===== config.mk =====
export PLATFORM = sky130hd
export DESIGN_NAME = aes_uart_host_flat
export DESIGN_NICKNAME = d
export VERILOG_FILES = /design/src/rtl/aes_uart_host_pkg.sv /design/src/rtl/aes_uart_host_if.sv /design/src/rtl/aes_host_uart_rx.sv /design/src/rtl/aes_uart_host.sv /design/src/flat_wrapper.sv
export SDC_FILE = /design/constraint.sdc
export NUM_CORES = 1
export LEC_CHECK = 0
export CORE_ASPECT_RATIO = 2
export CORE_MARGIN = 5
export CORE_UTILIZATION = 55
export DETAILED_ROUTE_END_ITERATION = 7
export HOLD_SLACK_MARGIN = 0.1
export PLACE_DENSITY = 0.8
export SKIP_LAST_GASP = 1
export SYNTH_ARGS = -nofsm -noshare
export SYNTH_HDL_FRONTEND = slang
export SYNTH_SLANG_ARGS = --single-unit

===== constraint.sdc =====
create_clock -name clk -period 25.1 [get_ports clk]
set_clock_uncertainty 0.1 [all_clocks]
set_input_delay 5.02 -clock clk [delete_from_list [all_inputs] [get_ports clk]]
set_output_delay 5.02 -clock clk [all_outputs]
set_load 0.03 [all_outputs]

===== src/rtl/aes_uart_host_pkg.sv =====
// Shared definitions for the AES serial-link host: controller state encoding
// and UART framing constants.
package aes_uart_host_pkg;

    typedef enum logic [1:0] {
        IDLE = 2'd0,
        SEND = 2'd1,
        RECV = 2'd2,
        DONE = 2'd3
    } host_state_e;

    localparam int BLOCK_BYTES = 16;
    localparam int FRAME_BITS  = 10;

endpackage


===== src/rtl/aes_uart_host_if.sv =====
// Local-logic side of the AES serial-link host: block request and result.
interface aes_uart_host_if;
    logic         start_in;
    logic [127:0] block_in;
    logic         busy_out;
    logic         done_out;
    logic [127:0] block_out;
    logic         timeout_out;

    modport master (output start_in, block_in,
                    input  busy_out, done_out, block_out, timeout_out);
    modport slave  (input  start_in, block_in,
                    output busy_out, done_out, block_out, timeout_out);
endinterface


===== src/rtl/aes_host_uart_rx.sv =====
// UART 8N1 receiver: 2-FF synchronizer, falling-edge start detect confirmed at
// mid-bit, centre sampling; pulses byte_valid or frame_err on the stop bit.
module aes_host_uart_rx #(
    parameter int CLKS_PER_BIT = 868
) (
    input  logic       clk,
    input  logic       rst,
    input  logic       rx_serial_in,
    output logic [7:0] byte_out,
    output logic       byte_valid,
    output logic       frame_err
);
    localparam int CW = $clog2(CLKS_PER_BIT);

    typedef enum logic [1:0] {RX_IDLE, RX_START, RX_DATA, RX_STOP} rx_state_e;

    rx_state_e     st_q, st_d;
    logic [2:0]    sync_q, sync_d;
    logic [CW-1:0] cnt_q, cnt_d;
    logic [2:0]    bit_q, bit_d;
    logic [7:0]    shift_q, shift_d, byte_q, byte_d;
    logic          valid_q, valid_d, err_q, err_d;
    logic          rx_s, rx_prev, at_mid, at_end;

    // sync_q[1] is the synchronized line; sync_q[2] is its previous value.
    assign rx_s    = sync_q[1];
    assign rx_prev = sync_q[2];
    assign at_mid  = (cnt_q == CW'(CLKS_PER_BIT/2 - 1));
    assign at_end  = (cnt_q == CW'(CLKS_PER_BIT - 1));

    always_comb begin
        sync_d  = {sync_q[1:0], rx_serial_in};
        st_d    = st_q;
        cnt_d   = cnt_q + 1'b1;
        bit_d   = bit_q;
        shift_d = shift_q;
        byte_d  = byte_q;
        valid_d = 1'b0;
        err_d   = 1'b0;
        case (st_q)
            RX_IDLE: begin
                cnt_d = '0;
                if (rx_prev && !rx_s) st_d = RX_START;
            end
            RX_START: if (at_mid) begin
                cnt_d = '0;
                bit_d = '0;
                st_d  = rx_s ? RX_IDLE : RX_DATA;
            end
            RX_DATA: if (at_end) begin
                cnt_d   = '0;
                shift_d = {rx_s, shift_q[7:1]};
                bit_d   = bit_q + 1'b1;
                if (bit_q == 3'd7) st_d = RX_STOP;
            end
            RX_STOP: if (at_end) begin
                st_d = RX_IDLE;
                if (rx_s) begin
                    valid_d = 1'b1;
                    byte_d  = shift_q;
                end else begin
                    err_d = 1'b1;
                end
            end
            default: st_d = RX_IDLE;
        endcase
    end

    always_ff @(posedge clk or posedge rst) begin
        if (rst) begin
            st_q    <= RX_IDLE;
            sync_q  <= '1;
            cnt_q   <= '0;
            bit_q   <= '0;
            shift_q <= '0;
            byte_q  <= '0;
            valid_q <= 1'b0;
            err_q   <= 1'b0;
        end else begin
            st_q    <= st_d;
            sync_q  <= sync_d;
            cnt_q   <= cnt_d;
            bit_q   <= bit_d;
            shift_q <= shift_d;
            byte_q  <= byte_d;
            valid_q <= valid_d;
            err_q   <= err_d;
        end
    end

    assign byte_out   = byte_q;
    assign byte_valid = valid_q;
    assign frame_err  = err_q;
endmodule


===== src/rtl/aes_uart_host.sv =====
// Host side of the AES serial link: sends a 128-bit block as 16 UART bytes and
// gathers the 16-byte reply. Optional reply watchdog: AES_HOST_TIMEOUT_EN.
module aes_uart_host #(
    parameter int CLKS_PER_BIT = 868,
    parameter int TIMEOUT_CLKS = 2000000
) (
    input  logic            clk,
    input  logic            rst,
    aes_uart_host_if.slave  host,
    output logic            tx_serial_out,
    input  logic            rx_serial_in
);
    import aes_uart_host_pkg::*;

    localparam int CW = $clog2(CLKS_PER_BIT);

    host_state_e   state_q, state_d;
    logic          tx_serial_q, tx_serial_d, busy_q, busy_d, done_q, done_d;
    logic          timeout_q, timeout_d;
    logic [127:0]  block_out_q, block_out_d, blk_q, blk_d, result_q, result_d;
    logic [8:0]    tx_frame_q, tx_frame_d;
    logic [CW-1:0] tx_clk_q, tx_clk_d;
    logic [3:0]    tx_bit_q, tx_bit_d, tx_byte_q, tx_byte_d;
    logic [4:0]    rx_cnt_q, rx_cnt_d;
    logic [7:0]    rx_byte;
    logic          rx_valid, rx_ferr, rx_take;
`ifdef AES_HOST_TIMEOUT_EN
    localparam int TW = $clog2(TIMEOUT_CLKS + 1);
    logic [TW-1:0] to_cnt_q, to_cnt_d;
`endif

    aes_host_uart_rx #(.CLKS_PER_BIT(CLKS_PER_BIT)) u_rx (
        .clk          (clk),
        .rst          (rst),
        .rx_serial_in (rx_serial_in),
        .byte_out     (rx_byte),
        .byte_valid   (rx_valid),
        .frame_err    (rx_ferr)
    );

    // Replies may start while we are still sending, so SEND accepts too.
    assign rx_take = rx_valid && !rx_ferr && (state_q == SEND || state_q == RECV)
                     && (rx_cnt_q != 5'(BLOCK_BYTES));

    always_comb begin
        state_d     = state_q;
        tx_serial_d = tx_serial_q;
        busy_d      = busy_q;
        done_d      = 1'b0;
        timeout_d   = 1'b0;
        block_out_d = block_out_q;
        blk_d       = blk_q;
        result_d    = result_q;
        tx_frame_d  = tx_frame_q;
        tx_clk_d    = tx_clk_q;
        tx_bit_d    = tx_bit_q;
        tx_byte_d   = tx_byte_q;
        rx_cnt_d    = rx_cnt_q;
`ifdef AES_HOST_TIMEOUT_EN
        to_cnt_d    = to_cnt_q;
`endif
        if (rx_take) begin
            result_d = {result_q[119:0], rx_byte};
            rx_cnt_d = rx_cnt_q + 1'b1;
        end
        case (state_q)
            IDLE: if (host.start_in) begin
                state_d     = SEND;
                busy_d      = 1'b1;
                blk_d       = {host.block_in[119:0], 8'h00};
                tx_frame_d  = {1'b1, host.block_in[127:120]};
                tx_serial_d = 1'b0;
                tx_clk_d    = '0;
                tx_bit_d    = '0;
                tx_byte_d   = '0;
                rx_cnt_d    = '0;
            end
            SEND: begin
`ifdef AES_HOST_TIMEOUT_EN
                to_cnt_d = '0;
`endif
                if (tx_clk_q == CW'(CLKS_PER_BIT - 1)) begin
                    tx_clk_d = '0;
                    if (tx_bit_q == 4'(FRAME_BITS - 1)) begin
                        tx_bit_d = '0;
                        if (tx_byte_q == 4'(BLOCK_BYTES - 1)) begin
                            state_d     = RECV;
                            tx_serial_d = 1'b1;
                        end else begin
                            // Next start bit follows the stop bit with no idle gap.
                            tx_byte_d   = tx_byte_q + 1'b1;
                            tx_frame_d  = {1'b1, blk_q[127:120]};
                            blk_d       = {blk_q[119:0], 8'h00};
                            tx_serial_d = 1'b0;
                        end
                    end else begin
                        tx_bit_d    = tx_bit_q + 1'b1;
                        tx_serial_d = tx_frame_q[0];
                        tx_frame_d  = {1'b1, tx_frame_q[8:1]};
                    end
                end else begin
                    tx_clk_d = tx_clk_q + 1'b1;
                end
            end
            RECV: begin
                if (rx_cnt_q == 5'(BLOCK_BYTES)) begin
                    state_d     = DONE;
                    done_d      = 1'b1;
                    busy_d      = 1'b0;
                    block_out_d = result_q;
                end
`ifdef AES_HOST_TIMEOUT_EN
                else if (rx_take) to_cnt_d = '0;
                else if (to_cnt_q == TW'(TIMEOUT_CLKS - 1)) begin
                    state_d   = IDLE;
                    timeout_d = 1'b1;
                    busy_d    = 1'b0;
                end else to_cnt_d = to_cnt_q + 1'b1;
`endif
            end
            DONE: state_d = IDLE;
            default: state_d = IDLE;
        endcase
    end

    always_ff @(posedge clk or posedge rst) begin
        if (rst) begin
            state_q     <= IDLE;
            tx_serial_q <= 1'b1;
            busy_q      <= 1'b0;
            done_q      <= 1'b0;
            timeout_q   <= 1'b0;
            block_out_q <= '0;
            blk_q       <= '0;
            result_q    <= '0;
            tx_frame_q  <= '1;
            tx_clk_q    <= '0;
            tx_bit_q    <= '0;
            tx_byte_q   <= '0;
            rx_cnt_q    <= '0;
`ifdef AES_HOST_TIMEOUT_EN
            to_cnt_q    <= '0;
`endif
        end else begin
            state_q     <= state_d;
            tx_serial_q <= tx_serial_d;
            busy_q      <= busy_d;
            done_q      <= done_d;
            timeout_q   <= timeout_d;
            block_out_q <= block_out_d;
            blk_q       <= blk_d;
            result_q    <= result_d;
            tx_frame_q  <= tx_frame_d;
            tx_clk_q    <= tx_clk_d;
            tx_bit_q    <= tx_bit_d;
            tx_byte_q   <= tx_byte_d;
            rx_cnt_q    <= rx_cnt_d;
`ifdef AES_HOST_TIMEOUT_EN
            to_cnt_q    <= to_cnt_d;
`endif
        end
    end

    assign tx_serial_out    = tx_serial_q;
    assign host.busy_out    = busy_q;
    assign host.done_out    = done_q;
    assign host.block_out   = block_out_q;
    assign host.timeout_out = timeout_q;
endmodule


===== src/flat_wrapper.sv =====
// flat-port wrapper written by rule: the top's interface ports become plain ports
module aes_uart_host_flat import aes_uart_host_pkg::*;
#(
    parameter int CLKS_PER_BIT = 868,
    parameter int TIMEOUT_CLKS = 2000000
)
  (clk, rst, tx_serial_out, rx_serial_in, host_start_in, host_block_in, host_busy_out, host_done_out, host_block_out, host_timeout_out);
  aes_uart_host_if host_i ();
  input  logic clk;
  input  logic rst;
  output logic tx_serial_out;
  input  logic rx_serial_in;
  input wire logic [$bits(host_i.start_in)-1:0] host_start_in;
  input wire logic [$bits(host_i.block_in)-1:0] host_block_in;
  output wire logic [$bits(host_i.busy_out)-1:0] host_busy_out;
  output wire logic [$bits(host_i.done_out)-1:0] host_done_out;
  output wire logic [$bits(host_i.block_out)-1:0] host_block_out;
  output wire logic [$bits(host_i.timeout_out)-1:0] host_timeout_out;
  assign host_i.start_in = host_start_in;
  assign host_i.block_in = host_block_in;
  assign host_busy_out = host_i.busy_out;
  assign host_done_out = host_i.done_out;
  assign host_block_out = host_i.block_out;
  assign host_timeout_out = host_i.timeout_out;
  aes_uart_host #(.CLKS_PER_BIT(CLKS_PER_BIT), .TIMEOUT_CLKS(TIMEOUT_CLKS)) u_core (.clk(clk), .rst(rst), .host(host_i), .tx_serial_out(tx_serial_out), .rx_serial_in(rx_serial_in));
endmodule

==> results, run 1 <==
- The flow ran to the end, and the final reports show no timing, DRC or antenna violations.
- By count the netlist is led by 436 x sky130_fd_sc_hd__dfrtp_1, 283 x sky130_fd_sc_hd__mux2_2, 140 x sky130_fd_sc_hd__inv_1.
- The clock root buffer is sky130_fd_sc_hd__clkbuf_16.
- In this run the worst path has a maximum fanout of around 180.
- The first TritonRoute pass finished after 6 iterations.
- The most repeated cell in the gate-level netlist after synthesis is sky130_fd_sc_hd__dfrtp_1.
- Entering global routing, the biggest net connects between 150 and 200 pins.
- Global routing finished with a remaining overflow of 0.
- The number of top-level pins is 264.
- The netlist uses 68 different library cells.
- The sequential cells in the finished layout cover a total of about 0.011 mm².
- The count of final max-slew check failures came to 0.
- Derived from the worst setup path, the maximum achievable clock frequency is between 0.1 and 0.15 GHz.
- The count of max-cap constraint violations is 0.
- The netlist area before placement is roughly 0.020 mm².
- The kind of launch point of the worst setup path is a primary input.
- The launch point of the worst reg-to-reg path is u_core.tx_bit_q[0].
- The clock passes through at most 3 buffers.
- The final weighted congestion in routability-driven placement is 0.8285.
- For this run, the number of standard cells in the final layout without fillers is between 2000 and 2500.
- The worst min-delay path class is flip-flop to flip-flop.
- The die span in x is between 100 and 150 µm.
- After detailed routing, the number of remaining DRC violations is 0.
- The cell count after synthesis came out at between 1500 and 2000.
- TritonCTS created 39 clock buffers.
- The number of hold violations in the final report came to 0.
- Of the available clock period, the critical path in the final layout requires 0.3031.
- Dividing the detail-routed via count by the number of cells gives 6.014.
- The number of fill cells in the layout is 2532.
- Dividing the detail-routed wire length by the instance count gives 21.19 µm.
- The count of flip-flops with a built-in enable after synthesis is 0.
- Setup repair after global routing left no endpoint under its margin.
- From synthesis to final layout, the design area changed by 19.75%.
- For this run, the total global-route usage over all layers was measured as 0.2371.
- The chip height is 276.7 µm.
- The detail route stage leaves a number of antenna-violating nets equal to 0.
- After routing, the total negative slack on setup checks comes to 0 ns.
- In this run the static leakage power is 0.01060 µW.
- Summing all non-filler instances in the final layout gives an area of 0.02342 mm².
- The setup path with the least slack is of type primary input to asynchronous set/reset pin.
- The die covers 0.03966 mm².
- The total core area is around 0.035 mm².
- CTS built an H-tree with a depth of 2.
- The worst register-to-register path has a depth of 6.
- Summing over every cut layer, the via total after detailed routing is ~13000.
- The worst pin sits at a relative slew slack of 0.1907.
- The transition time of the tightest slew-check pin is 1.180 ns.
- The latest clock arrival within the worst-skew pair is 0.54 ns.
- Data on the critical path is required at its endpoint by roughly 25 ns.
- Ranked by total cell area, the synthesized netlist is headed by sky130_fd_sc_hd__dfrtp_1 56%, sky130_fd_sc_hd__mux2_2 16%, sky130_fd_sc_hd__a211oi_1 4.3%, sky130_fd_sc_hd__o22ai_1 3.6%, sky130_fd_sc_hd__nor4_1 3.6%.
- The most instantiated flip-flop cell in the synthesis netlist is sky130_fd_sc_hd__dfrtp_1.
- The placed wire-length estimate after detailed placement is about 31000 µm.
- The clock tree from TritonCTS is built.
- The post-synthesis cell type with the largest combined area is sky130_fd_sc_hd__dfrtp_1.
- The number of nets at the end of the flow is between 1500 and 2000.
- Setup violations remaining at the end of the flow were counted as 0.
- Of the cells placed in the final design, the portion with a size suffix greater than 1 is 0.2159.
- The number of warnings printed during yosys synthesis is 0.
- Summing all multi-input logic gate instances after layout gives 0.007043 mm².
- Summed over all layers, the routed wires come to roughly 48000 µm.
- The worst flop-to-flop path endpoint is u_core.blk_q[75].
- Once the clock tree was built, the resizer swapped 0 gates to a different size.
- The post-route worst setup slack is between 15 and 20 ns.
- For this design the ratio of total power to cell area is about 60 mW/mm².
- The most critical setup path has its endpoint at u_core.tx_clk_q[8].
- The tree built by TritonCTS fans out to 448 sinks.
- The number of I/O port buffers is roughly 260.
- The post-placement worst setup slack is 16.88 ns.
- VDD sags by at most 0.06483 mV.
- The initial antenna violation count was 14.
- Each instance of the synthesized netlist takes up on average 12.55 µm².
- For this configuration, the core starts out at a cell density of 0.5576.
- The share of flip-flops with an asynchronous set or reset is 1.000.
- The arrival time of the worst setup path is 7.99 ns.
- The number of placed cells counting well taps is around 2200.
- The start point of the critical path is rst.
- The placed instances occupy a cell area of 0.02208 mm².
- The count of state elements after synthesis is 448.
- The clock transition at the registers of the reported paths is roughly 0.070 ns.
- The via count of the first global-routing pass is 13956.
- The first global-routing pass estimated 75370 µm of wire.
- Of the synthesized area, sequential elements account for 0.5740.
- The number of violations reported at the end of detailed-routing iteration 0 is ~1300.
- The register-to-register path setup slack is around 21 ns.
- Post-CTS timing repair inserted 0 buffers for setup.
- The area fraction of the dominant cell type after synthesis is 0.5578.
- The number of hold buffers added after CTS is 0.
- Synthesis produced a netlist with a net count of 1703.
- The type of element capturing the critical path is an asynchronous set/reset pin.
- After layout, the minimum clock period comes to 7.609 ns.
- The row count is 97.
- The total design power is 1409 µW.
==> worst min-delay path by stage <==
stage	from	endpoint	slack [ns]	depth (start not counted)
2_1_floorplan	u_core.u_rx.sync_q[0]	u_core.u_rx.sync_q[1]	0.25	0
3_3_place_gp	u_core.u_rx.sync_q[0]	u_core.u_rx.sync_q[1]	0.25	0
3_5_place_dp	u_core.u_rx.sync_q[0]	u_core.u_rx.sync_q[1]	0.25	0
4_1_cts	u_core.u_rx.sync_q[0]	u_core.u_rx.sync_q[1]	0.26	0
5_1_grt	u_core.u_rx.sync_q[0]	u_core.u_rx.sync_q[1]	0.27	0
6_report	u_core.u_rx.sync_q[0]	u_core.u_rx.sync_q[1]	0.25	0
==> cell usage in the layout (no fill, tap or decap), types with 11 or more instances in the layout <==
cell type and instances:
sky130_fd_sc_hd__nor2_1 37, sky130_fd_sc_hd__dfstp_2 12, sky130_fd_sc_hd__nand2_1 21, sky130_fd_sc_hd__clkdlybuf4s50_1 262, sky130_fd_sc_hd__o21ai_0 14, sky130_fd_sc_hd__nand4_1 11
sky130_fd_sc_hd__ha_1 13, sky130_fd_sc_hd__inv_1 139, sky130_fd_sc_hd__xor2_1 14, sky130_fd_sc_hd__a21oi_1 16, sky130_fd_sc_hd__clkbuf_16 39, sky130_fd_sc_hd__a211oi_1 112
sky130_fd_sc_hd__buf_4 11, sky130_fd_sc_hd__o22ai_1 114, sky130_fd_sc_hd__nor4_1 113, sky130_fd_sc_hd__mux2_2 282, sky130_fd_sc_hd__clkbuf_1 11, sky130_fd_sc_hd__diode_2 15
sky130_fd_sc_hd__nand3_1 13, sky130_fd_sc_hd__dfrtp_1 436
==> report_power, final <==
part	switching, µW	internal [µW]	leakage (µW)	total, µW
Clock	269	350	0.000639	618
Combinational	27.1	26.7	0.00382	53.8
Sequential	9.19	728	0.00614	737
==> routing by layer <==
metal	up-vias	wire [µm]	GRT usage
met5	-	0	0
li1	6086	-	-
met3	129	2267	0.03110
met1	6776	17280	0.2821
met2	498	25480	0.4141
met4	0	2509	0.1228
==> cell type report <==
class | count | share of cell area
diodes | 15 | 0.001603
clock buffers | 56 | 0.04696
well taps | 445 | 0.02377
flip-flops and latches | 448 | 0.4793
inverters | 140 | 0.02276
repair buffers | 274 | 0.1164
multi-input cells | 850 | 0.3007
clock inverters | 15 | 0.008547
==> sequential cells by signal, indices dropped and copies added (netlist names), 3 cells and up, named ones only <==
| name | cells |
|---|---|
| u_core.host.block_out | 128 |
| u_core.result_q | 128 |
| u_core.blk_q | 120 |
| u_core.tx_clk_q | 10 |
| u_core.u_rx.cnt_q | 10 |
| u_core.tx_frame_q | 8 |
| u_core.u_rx.byte_out | 8 |
| u_core.u_rx.shift_q | 8 |
| u_core.rx_cnt_q | 5 |
| u_core.tx_bit_q | 4 |
| u_core.tx_byte_q | 4 |
| u_core.u_rx.bit_q | 3 |
| u_core.u_rx.sync_q | 3 |
==> critical path, stage by stage <==
cell and delay (ns):
sky130_fd_sc_hd__clkdlybuf4s50_1 0.51, sky130_fd_sc_hd__inv_8 0.54, sky130_fd_sc_hd__buf_4 0.87, sky130_fd_sc_hd__buf_12 0.62
==> through the flow <==
step                utilization  hold WS, ns
detailed placement       0.6296       0.2468
global route             0.6677       0.2658
CTS                      0.6667       0.2554
finish                   0.6677       0.2547
floorplan                     -       0.2452
global placement         0.6296       0.2466
==> cells by family (layout without fill, tap and decap cells) <==
group | Yosys count | in the layout | synth area share
AO/OA/AOI/OAI | 287 | 287 | 0.1021
XOR/XNOR | 19 | 19 | 0.008508
adder cells (fa/ha/maj) | 13 | 13 | 0.008316
buffers and inverters | 260 | 485 | 0.06807
flip-flops | 448 | 448 | 0.5740
multiplexers | 292 | 292 | 0.1675
other | 1 | 16 | 0.0001917
AND/OR/NAND/NOR | 238 | 238 | 0.07133
No activity file was read; power rests on OpenSTA's default activity.
==> run 2: changes to the inputs <==
==> constraint.sdc (replaced) <==
create_clock -name clk -period 7 [get_ports clk]
set_clock_uncertainty 0.1 [all_clocks]
set_input_delay 1.4 -clock clk [delete_from_list [all_inputs] [get_ports clk]]
set_output_delay 1.4 -clock clk [all_outputs]
set_load 0.03 [all_outputs]
==> run 2 against run 1 <==
  * Combinational power grew to 3.6 times the previous value
  * Die area stayed put
  * Wire length is 1.2% lower
  * Count of clock-buffer cells in the layout is 3 higher
  * Cell count hardly changed
  * Critical path depth is 2 higher
  * Largest cell class unchanged
==> results, run 2 (same netlist as run 1, synthesis figures left out) <==
- The switching fraction of total power is 0.2147 (-0.001552).
- The clock transition at the registers of the reported paths is 0.06 ns (about the same).
- The number of nets at the end of the flow is 1900 (+0.11%).
- The transition time of the tightest slew-check pin came to 1.228 ns (+0.04786 ns).
- The leftover overflow at the end of global routing was 0 (unchanged).
- The most common cell after layout, fill and taps aside is sky130_fd_sc_hd__dfrtp_1.
- The critical path class is primary input to flip-flop.
- The sequential share of power is 0.523 (about the same).
- The count of instances resized after the clock tree is built is 0 (unchanged).
- The number of nets still failing antenna checks after routing is 0 (unchanged).
- The kind of launch point of the worst setup path is a primary input.
- The final core utilization was 0.6693 (+0.001534).
- Of the available clock period, the critical path in the final layout requires 0.5706.
- The area growth from synthesis to final layout is 20.02%.
- The CTS H-tree depth came to 2 (unchanged).
- The leakage component of the power was 0.01062 µW (+0.19%).
- The final setup violation count came to 0 (unchanged).
- The number of hold buffers added after CTS is 0 (unchanged).
- The placed wire-length estimate after detailed placement was 31010 µm (-0.37%).
- The via-per-instance ratio is 6.031 (+0.29%).
- The internal portion of total power is 3962 µW (+260%).
- The floorplan die area is 0.03966 mm² (unchanged).
- The final routed DRC violation total came to 0 (unchanged).
- The combinational share of power is 0.038 (about the same).
- In the layout the commonest cells are 436 x sky130_fd_sc_hd__dfrtp_1, 282 x sky130_fd_sc_hd__mux2_2, 262 x sky130_fd_sc_hd__clkdlybuf4s50_1.
- The post-CTS setup repair buffer count is 0 (unchanged).
- The maximum fanout along the worst path was 67 (-63%).
- Walking the worst path, the cells encountered are clkdlybuf4s50_1, mux2_4, nand2_4, buf_4, o21ai_4, mux2_2.
- The total routed wirelength came to 46970 µm (-1.2%).
- The net switching power of the design is 1083 µW (+260%).
- The effective utilization at floorplan is 0.5576 (unchanged).
- The worst slew margin relative to its limit came to 0.1578 (-0.03282).
- The average detailed-routed wire length per instance is 20.95 µm (-1.1%).
- The largest stage delay on the critical path came to 0.69 ns (-0.18 ns).
- The run finished with clean final reports.
- The time the worst path needs with I/O delays and setup is 3.994 ns.
- The post-placement worst setup slack is 2.545 ns (-14.33 ns).
- The largest net degree at the start of global routing is 123 (-32%).
- The number of violations reported at the end of detailed-routing iteration 0 is 1332 (+5.7%).
- The initial antenna violation count is 14 (unchanged).
- Setup repair after global routing left no endpoint under its margin.
- The latest clock arrival within the worst-skew pair is 0.55 ns (about the same).
- The count of final max-slew check failures is 0 (unchanged).
- The worst setup path is captured at a flip-flop.
- The power density normalized to cell area is 214.9 mW/mm² (+260%).
- The clock power share is 0.439 (about the same).
- The maximum operating frequency is approximately 0.25 GHz.
- On the critical path, the stage with the largest delay is an instance of sky130_fd_sc_hd__buf_4.
- The number of buffers added by the clock tree synthesis step came to 40 (+2.6%).
- The die span in x was 143.3 µm (unchanged).
- The number of hold violations in the final report is 0 (unchanged).
- The wire length of the first global-routing pass is 74940 µm (-0.57%).
- The via count of the first global-routing pass was 13980 (+0.17%).
- The clock tree buffer depth is 3 (unchanged).
- The total number of clock tree sinks is 448 (unchanged).
- The total global routing track utilization is 0.2347 (-0.002422).
- The maximum ir drop on the vdd rail is 0.2630 mV (+310%).
- The arrival time of the worst setup path is 4.35 ns (-3.64 ns).
- The total core area was 0.03507 mm² (unchanged).
- The clock tree from TritonCTS is built.
- The post-route worst setup slack came to 3.006 ns (-14.49 ns).
- The required arrival time at the worst endpoint is 7.36 ns (-18.12 ns).
- The worst min-delay path class is flip-flop to flip-flop.
- The final weighted congestion in routability-driven placement is 0.8065 (-2.7%).
- The count of max-cap constraint violations is 0 (unchanged).
- The number of vias in the routed layout was 13522 (+0.24%).
- The chip height is 276.7 µm (unchanged).
- In this run the clock root is driven by a sky130_fd_sc_hd__clkbuf_16.
- The first-pass iteration count of the detailed router is 7 (+1).
- The number of I/O port buffers was 262 (unchanged).
- The row count is 97 (unchanged).
- The proportion of layout cells with a drive suffix above 1 is 0.2170 (+0.001122).
- The number of top-level pins came to 264 (unchanged).
run 2: changes by cell type in the layout (fill, tap and decap cells not counted), moves of 2 or more:
| cell | before | now |
|---|---|---|
| sky130_fd_sc_hd__clkbuf_16 | 39 | 41 |
| sky130_fd_sc_hd__buf_12 | 1 | 3 |
| sky130_fd_sc_hd__bufinv_16 | 4 | 2 |
| sky130_fd_sc_hd__clkbuf_1 | 11 | 9 |
| sky130_fd_sc_hd__clkbuf_8 | 6 | 9 |
run 2: worst max-delay path, delay by kind of cell:
family,cells,cell delay [ns]
AO/OA/AOI/OAI,1,0.22
AND/OR/NAND/NOR,1,0.48
multiplexers,2,0.86
buffers and inverters,2,1.31
run 2: routing by layer:
layer	track usage	vias to the layer above	part of all wire
li1	-	6124	-
met1	0.2901	6815	0.37
met2	0.3973	457	0.53
met3	0.02868	126	0.043
met4	0.1271	0	0.057
met5	0	-	0
run 2: area by class of cell:
type                            instances  area, µm²
Fill cell                            2533      11600
Sequential cell                       448      11230
Multi-Input combinational cell        850       7043
Timing Repair Buffer                  275       2758
Clock buffer                           59       1184
Tap cell                              445      556.8
Inverter                              140      529.3
Clock inverter                         11      143.9
Antenna cell                           14      35.03
run 2: final timing paths:
kind                                       start                          to  slack, ns  cells past startpoint
setup / recovery                   host_start_in        u_core.tx_frame_q[1]       3.01                      6
max in group asynchronous                    rst         u_core.result_q[67]       3.94                      3
hold / removal             u_core.u_rx.sync_q[0]       u_core.u_rx.sync_q[1]       0.26                      0
min in group asynchronous                    rst  u_core.host.block_out[124]       1.32                      2
setup reg to reg               u_core.state_q[1]            u_core.blk_q[81]       3.11                      6
hold reg to reg            u_core.u_rx.sync_q[0]       u_core.u_rx.sync_q[1]       0.26                      0
run 2: metrics by stage:
stage          std cells  instance area [µm²]  setup TNS [ns]  power, µW  hold WS [ns]
6_report            2242                23480               0       5045        0.2641
5_1_grt             2242                23480               0       5214        0.2656
4_1_cts             2228                23440               0       5094        0.2622
3_5_place_dp        2158                22110               0       2882        0.2515
3_3_place_gp        2158                22110               0       2876        0.2486
2_1_floorplan       1558                19560         -238.64       2769        0.2452
run 2: power groups by stage:
stage	registers [µW]	clock network, µW	logic (µW)
after floorplan	2680	0	92.0
after global placement	2690	0	190
after detailed placement	2690	0	195
after CTS	2640	2260	196
after global routing	2640	2360	212
final	2640	2210	192
